File: config.mk
export PLATFORM = sky130hd
export DESIGN_NAME = vga_scan_gen
export DESIGN_NICKNAME = d
export VERILOG_FILES = /design/src/rtl/vga_scan_gen.sv
export SDC_FILE = /design/constraint.sdc
export NUM_CORES = 1
export LEC_CHECK = 0
export CELL_PAD_IN_SITES_DETAIL_PLACEMENT = 0
export CELL_PAD_IN_SITES_GLOBAL_PLACEMENT = 1
export CORE_ASPECT_RATIO = 0.5
export CORE_MARGIN = 2
export CORE_UTILIZATION = 45
export CTS_CLUSTER_DIAMETER = 120
export DETAILED_ROUTE_END_ITERATION = 10
export DONT_BUFFER_PORTS = 1
export PLACE_DENSITY_LB_ADDON = 0.3
export SYNTH_ARGS = -nofsm -noshare
export SYNTH_HDL_FRONTEND = slang
export SYNTH_SLANG_ARGS = --single-unit
export TNS_END_PERCENT = 5
File: constraint.sdc
create_clock -name vgaclk -period 3 [get_ports vgaclk]
set_input_delay 0.45 -clock vgaclk [delete_from_list [all_inputs] [get_ports vgaclk]]
set_output_delay 0.45 -clock vgaclk [all_outputs]
set_load 0.03 [all_outputs]
File: src/rtl/vga_scan_gen.sv
// Raster timing generator: free-running 10-bit column/line counters with fully
// registered sync, visible-area, picture-window and tick outputs.
module vga_scan_gen #(
  parameter int H_VIS      = 640,
  parameter int H_FP       = 16,
  parameter int H_SYNC     = 96,
  parameter int H_BP       = 48,
  parameter int V_VIS      = 480,
  parameter int V_FP       = 10,
  parameter int V_SYNC     = 2,
  parameter int V_BP       = 33,
  parameter int PIC_X0     = 192,
  parameter int PIC_Y0     = 112,
  parameter int SCALE_LOG2 = 4
) (
  input  logic       vgaclk,
  input  logic       reset,
  output logic [9:0] hcount,
  output logic [9:0] vcount,
  output logic       hsync,
  output logic       vsync,
  output logic       video_on,
  output logic       in_pic,
  output logic [3:0] pixelH,
  output logic [3:0] pixelV,
  output logic       line_tick,
  output logic       frame_tick
);

  localparam int H_TOTAL = H_VIS + H_FP + H_SYNC + H_BP;
  localparam int V_TOTAL = V_VIS + V_FP + V_SYNC + V_BP;
  localparam int PIC_W   = 16 << SCALE_LOG2;

  generate
    if (H_TOTAL > 1024 || V_TOTAL > 1024) begin : g_total_check
      $error("vga_scan_gen: H_TOTAL or V_TOTAL does not fit the 10-bit counters");
    end
    if (PIC_X0 + PIC_W > H_VIS || PIC_Y0 + PIC_W > V_VIS) begin : g_window_check
      $error("vga_scan_gen: picture window extends outside the visible area");
    end
  endgenerate

  localparam logic [9:0]  H_LAST   = 10'(H_TOTAL - 1);
  localparam logic [9:0]  V_LAST   = 10'(V_TOTAL - 1);
  localparam logic [10:0] HS_FIRST = 11'(H_VIS + H_FP);
  localparam logic [10:0] HS_LAST  = 11'(H_VIS + H_FP + H_SYNC - 1);
  localparam logic [10:0] VS_FIRST = 11'(V_VIS + V_FP);
  localparam logic [10:0] VS_LAST  = 11'(V_VIS + V_FP + V_SYNC - 1);
  localparam logic [10:0] H_VIS_W  = 11'(H_VIS);
  localparam logic [10:0] V_VIS_W  = 11'(V_VIS);
  localparam logic [9:0]  PX0      = 10'(PIC_X0);
  localparam logic [9:0]  PY0      = 10'(PIC_Y0);

  logic [9:0]  h_next, v_next;
  logic [10:0] h_ext, v_ext;
  logic [9:0]  cell_x, cell_y;
  logic        in_pic_next;
  logic        hsync_next, vsync_next, video_on_next;

  // All decodes use the position the counters move to, so every registered
  // output describes the same (hcount, vcount) in a given cycle.
  always_comb begin
    h_next = (hcount == H_LAST) ? 10'd0 : hcount + 10'd1;
    v_next = vcount;
    if (hcount == H_LAST) begin
      v_next = (vcount == V_LAST) ? 10'd0 : vcount + 10'd1;
    end
    h_ext = {1'b0, h_next};
    v_ext = {1'b0, v_next};

    hsync_next    = !((h_ext >= HS_FIRST) && (h_ext <= HS_LAST));
    vsync_next    = !((v_ext >= VS_FIRST) && (v_ext <= VS_LAST));
    video_on_next = (h_ext < H_VIS_W) && (v_ext < V_VIS_W);

    // The window holds exactly 16 cells per axis, so a cell index above 15
    // (or a wrapped negative difference) means outside the window.
    cell_x      = (h_next - PX0) >> SCALE_LOG2;
    cell_y      = (v_next - PY0) >> SCALE_LOG2;
    in_pic_next = (h_next >= PX0) && (cell_x[9:4] == 6'd0) &&
                  (v_next >= PY0) && (cell_y[9:4] == 6'd0);
  end

  always_ff @(posedge vgaclk) begin
    if (reset) begin
      hcount     <= H_LAST;
      vcount     <= V_LAST;
      hsync      <= 1'b1;
      vsync      <= 1'b1;
      video_on   <= 1'b0;
      in_pic     <= 1'b0;
      pixelH     <= 4'd0;
      pixelV     <= 4'd0;
      line_tick  <= 1'b0;
      frame_tick <= 1'b0;
    end else begin
      hcount     <= h_next;
      vcount     <= v_next;
      hsync      <= hsync_next;
      vsync      <= vsync_next;
      video_on   <= video_on_next;
      in_pic     <= in_pic_next;
      pixelH     <= in_pic_next ? cell_x[3:0] : 4'd0;
      pixelV     <= in_pic_next ? cell_y[3:0] : 4'd0;
      line_tick  <= (h_next == 10'd0);
      frame_tick <= (h_next == 10'd0) && (v_next == 10'd0);
    end
  end

endmodule

After elaboration in Yosys (flattened, before gate mapping)
Index checks and enable logic that the tools add are counted.
{ "op_classes": {"n_eq_ne": 2, "n_mul": 0, "shift": 0, "magnitude_cmp": 8, "n_div": 0, "addsub": 4, "bitwise_logic": 1, "n_reduce_logical": 14, "muxes": 3} }
{ "ops": {"columns": ["cell", "n"], "rows": [
  ["10-bit two-way mux", 3],
  ["10-bit by 1-bit adder with 10-bit output (second input constant)", 2],
  ["10-bit equality test (second input constant)", 2],
  ["10-bit zero test", 2],
  ["6-bit zero test", 2],
  ["10-bit greater-or-equal comparator (second input constant)", 1],
  ["10-bit by 7-bit greater-or-equal comparator with 1-bit output (second input constant)", 1],
  ["10-bit by 8-bit greater-or-equal comparator with 1-bit output (second input constant)", 1],
  ["10-bit by 9-bit greater-or-equal comparator with 1-bit output (second input constant)", 1],
  ["10-bit <= comparator (second input constant)", 1],
  ["10-bit by 9-bit <= comparator with 1-bit output (second input constant)", 1],
  ["10-bit < comparator (second input constant)", 1],
  ["10-bit by 9-bit < comparator with 1-bit output (second input constant)", 1],
  ["10-bit by 7-bit subtractor with 10-bit output (second input constant)", 1],
  ["10-bit by 8-bit subtractor with 10-bit output (second input constant)", 1],
  ["1-bit logical AND", 7],
  ["1-bit zero test", 2],
  ["2-bit OR reduction", 1],
  ["1-bit NOT", 1]
]} }
{ "totals": {"word_cells": 42, "romBits": 0, "output_inout_bits": 34, "ram_bits": 0, "in_bits": 2, "regBits": 34, "memories": 0, "latchBits": 0} }

Longest topological paths before layout
{ "logic_depth": {"depth_word": 9, "depth_mapped": 14, "mapped_depth_nobuf": 12} }

Least setup slack after synthesis
OpenSTA, ideal clock, no wires.
{ "synth_timing": {"kind": "reg2reg", "start": "reg hcount[0]", "end": "reg pixelH[0]", "path_stages_with_launch": 12, "period_less_slack_ns": 2.887, "t_required_ns": 2.908, "slack_ns": 0.113, "setup_ns": 0.092, "path_buffers": 2, "arrival_ns": 2.795, "path_cell_list": "dfxtp_1 ha_1 buf_2 and4_1 clkbuf_1 nand4_1 a21oi_1 inv_1 ha_1 a221oi_2 o21ai_2 nor4_1"} }
{ "synth_between": {"elab_cells_between_ends": 15, "cone_classes": "add/sub (3); order compare (2); eq/ne (1); mux (2); bitwise (1); reduce/logical (6)"} }
{ "synth_lines": {"columns": ["item", "line_no", "text"], "rows": [
  ["from (decl)", "18", "output logic [9:0] hcount,"],
  ["from (signal assigned)", "96", "hcount <= h_next;"],
  ["10-bit equality test *", "65", "if (hcount == H_LAST) begin"],
  ["10-bit two-way mux *", "65", null],
  ["named net v_next[4]", "54", "logic [9:0] h_next, v_next;"],
  ["10-bit by 7-bit subtractor with 10-bit output or 10-bit by 7-bit greater-or-equal comparator with 1-bit output (tied branches)", "78, 80", null],
  ["6-bit zero test or 1-bit logical AND (tied branches)", "80, 79", null],
  ["1-bit logical AND *", "80", "(v_next >= PY0) && (cell_y[9:4] == 6'd0);"],
  ["1-bit NOT (no source line) *", null, null],
  ["2-bit OR reduction (no source line) *", null, null],
  ["to (signal assigned)", "102", "pixelH <= in_pic_next ? cell_x[3:0] : 4'd0;"],
  ["to (decl)", "24", "output logic [3:0] pixelH,"]
]} }
The timed path passes the listed nets; every way through them passes the cells marked *.
A chain may end at the register's enable or synchronous reset.

Worst setup path in the final report
{ "layout_timing": {"start": "reg hcount[7]", "end": "reg pixelH[3]"} }
{ "layout_between": {"elab_chain_cells": 9, "elab_cells_between_ends": 15, "cone_classes": "add/sub (3); order compare (2); eq/ne (1); mux (2); bitwise (1); reduce/logical (6)"} }
{ "layout_lines": {"columns": ["item", "line_no", "text"], "rows": [
  ["10-bit by 1-bit adder with 10-bit output or 10-bit equality test (tied branches)", "63, 65", null],
  ["10-bit two-way mux", "63", "h_next = (hcount == H_LAST) ? 10'd0 : hcount + 10'd1;"],
  ["10-bit by 8-bit subtractor with 10-bit output", "77", "cell_x = (h_next - PX0) >> SCALE_LOG2;"],
  ["6-bit zero test", "79", "in_pic_next = (h_next >= PX0) && (cell_x[9:4] == 6'd0) &&"],
  ["1-bit logical AND (2 in a row)", "79", null],
  ["1-bit logical AND", "80", null],
  ["1-bit NOT (no source line)", null, null],
  ["2-bit OR reduction (no source line)", null, null]
]} }
Several ways; a longest one is shown, not always the timed one.

==> metrics.cfg <==
[power_and_ir_drop]
power_density_nw_per_um2 = 971
p_leak_uw = 0.000936
vdd_drop_max_uv = 494

[yosys]
netlist_area_sq_um = 2130
ys_seq_elements = 34
ys.flop_type = dfxtp_1
synthArstFlopShare = 0
postSynthAreaPerCell_sq_um = 8.56
syn-instance-count = 249
synth_edf_count = 0
seq_area_frac_synth = 0.319
ys_warn_count = 0
syn_nets = 261
yosysUniqueCellTypes = 60

[die]
pin_count = 36
die_w_microns = 101
die_h_microns = 52.7
initial_core_util = 0.477
coreArea_sq_um = 4470
dieArea_sq_um = 5340
placementRows = 17

[critical_path]
worst_setup_path_end_kind = flop
crit_path_start_kind = flop
reg2reg_from = hcount[7]
required_ns = 3.18
r2r-end = pixelH[3]
crit_path_start = hcount[7]
rr_worst_depth = 8
cp_max_fo = 13
r2r_slack_ns = 0.28
arrival_ns = 2.91
worst-setup-path-type = flop to flop

[worst_hold_path]
hold_depth = 1
hold_path_class = input port to flop
min_to = vcount[1]
hold_start = reset

[grt]
grt_usage = 0.229
grt_max_degree = 19
antenna_found_initial = 0
grt_pass1_wl_mm = 9.23
grt_pass1_vias = 1842
overflow = 0

[routing]
drt-initial-drc-count = 96
final_antenna_net_count = 0
dr_total_vias = 1961
wl_per_cell_microns = 17.7
first_pass_iters = 5
via_per_inst = 6.02
wl_mm = 5.76
drc_errors = 0

[clocking]
insertion_delay_ns = 0.30
root_buffer = clkbuf_8
clock_sinks = 34
htreeDepth = 2
cts_setup_buffers = 0
hold_buffers = 0
post_cts_resized = 0
path_clk_slew_ns = 0.08
cts_tree = done
cts_buffer_depth = 2
cts_buffers = 5

[cells_and_area]
nets = 280
area_delta_synth_final_pct = 14.6
nFillCells = 427
antenna_cells = 0
drive_gt1_frac = 0.186
final_area_sq_um = 2440

[sta]
period_minus_slack_ns = 2.72
fin_crit_sh = 0.908
hold_viol = 0
fin_skew_ns = 0.0127
holdWs_ns = 0.212
tns_ns = 0
fmax_ghz = 0.367
rsz0062_at_grt = false
setup_viol = 0
relSlewSlack = 0.587
drv_slew = 0
tightest_slew_ns = 0.615

[place]
place.gp.congestion = 0.952
dp.final_hpwl_mm = 4.35
place_area_sq_um = 2330
portBuffers = 0

[run]
drv_cap = 0

[run_status]
outcome = completed

-- where the power goes --
part / switching (uW) / total (uW) / internal, uW / leakage [uW]
sequential: 109 / 636 / 527 / 0.000277
clock: 179 / 411 / 232 / 0.0000575
combinational: 850 / 1330 / 477 / 0.000602
total: 1140 / 2370 / 1240 / 0.000936
-- per-layer routing --
metal / track usage / routed length [microns]
met5: 0 / 0
met4: 0.0473 / 44
met1: 0.312 / 2690
met2: 0.365 / 2510
met3: 0.0613 / 510
-- metrics by stage --
| step | util | cells | worst slack [ns] | total power [uW] |
|---|---|---|---|---|
| 3_3_place_gp | 0.522 | 318 | 0.455 | 1950 |
| 6_report | 0.547 | 326 | 0.277 | 2370 |
| 4_1_cts | 0.547 | 326 | 0.335 | 2360 |
| 2_1_floorplan | - | 249 | 0.113 | 1600 |
| 5_1_grt | 0.547 | 326 | 0.124 | 2520 |
| 3_5_place_dp | 0.522 | 318 | 0.360 | 1950 |
-- flip-flops by register name, indices dropped and copies added (netlist names) --
register	count
hcount	10
vcount	10
pixelH	4
pixelV	4
frame_tick	1
hsync	1
in_pic	1
line_tick	1
video_on	1
vsync	1
-- cell type report --
| class | instances | area [sq um] | area share |
|---|---|---|---|
| Tap cell | 57 | 71.3 | 0.0292 |
| Clock buffer | 8 | 110 | 0.0451 |
| Sequential cell | 34 | 681 | 0.279 |
| Timing Repair Buffer | 27 | 203 | 0.0829 |
| Inverter | 13 | 48.8 | 0.0200 |
| Multi-Input combinational cell | 187 | 1330 | 0.544 |
-- worst max-delay path by stage --
stage / cells after the start / endpoint / slack, ns
3_3_place_gp: 8 / pixelV[3] / 0.46
3_5_place_dp: 7 / pixelH[3] / 0.36
4_1_cts: 7 / pixelV[2] / 0.34
6_report: 8 / pixelH[3] / 0.28
2_1_floorplan: 11 / pixelH[0] / 0.11
5_1_grt: 8 / pixelH[3] / 0.12
-- Yosys cell counts, drive strengths merged (5+ instances only) --
| library cell | instances | share of area |
|---|---|---|
| a21oi | 9 | 0.021 |
| a31oi | 5 | 0.022 |
| and2 | 5 | 0.015 |
| clkbuf | 11 | 0.019 |
| dfxtp | 34 | 0.32 |
| ha | 10 | 0.059 |
| inv | 13 | 0.023 |
| nand2 | 19 | 0.033 |
| nand3 | 14 | 0.035 |
| nand4 | 10 | 0.032 |
| nor2 | 23 | 0.040 |
| nor3 | 8 | 0.024 |
| nor4 | 10 | 0.046 |
| o21ai | 9 | 0.028 |
| xnor2 | 6 | 0.025 |
| xor2 | 7 | 0.032 |
-- cell usage in the layout, fill, tap and decap left out, types with 2 or more instances in the layout --
master and instances:
dfxtp_1 34, buf_4 27, nor2_1 23, nand2_1 19, inv_1 13, nand3_1 13
ha_1 10, nand4_1 9, a21oi_1 9, clkbuf_8 8, o21ai_0 7, nor3_1 7
nor4_1 7, xor2_1 6, xnor2_1 6, and2_1 5, nor3b_1 4, a31oi_1 4
and3_1 3, nand2b_1 3, nor4bb_1 3, and4_1 2, nor4b_2 2, nor4_4 2
o2bb2ai_1 2, o21a_1 2, a32oi_1 2, o41ai_1 2, o2111ai_1 2, nor2b_1 2
o211ai_1 2, a41oi_1 2, a211oi_1 2
-- worst max-delay path, cell delays in order (launching register included) --
cell and delay [ns]:
dfxtp_1 0.31, buf_4 0.20, nor4b_2 0.36, buf_4 0.21, nand3_2 0.18, o31a_1 0.37, nor3_1 0.52, a31oi_4 0.14
nor4_1 0.31
-- cells by family after synthesis --
group	share of synthesized area
simple gates	0.322
compound gates	0.182
flops	0.319
buf+inv	0.0569
xor+xnor	0.0569
fa+ha+maj	0.0587
mux	0.00470
Note: power is estimated with default switching activity, not from simulation.
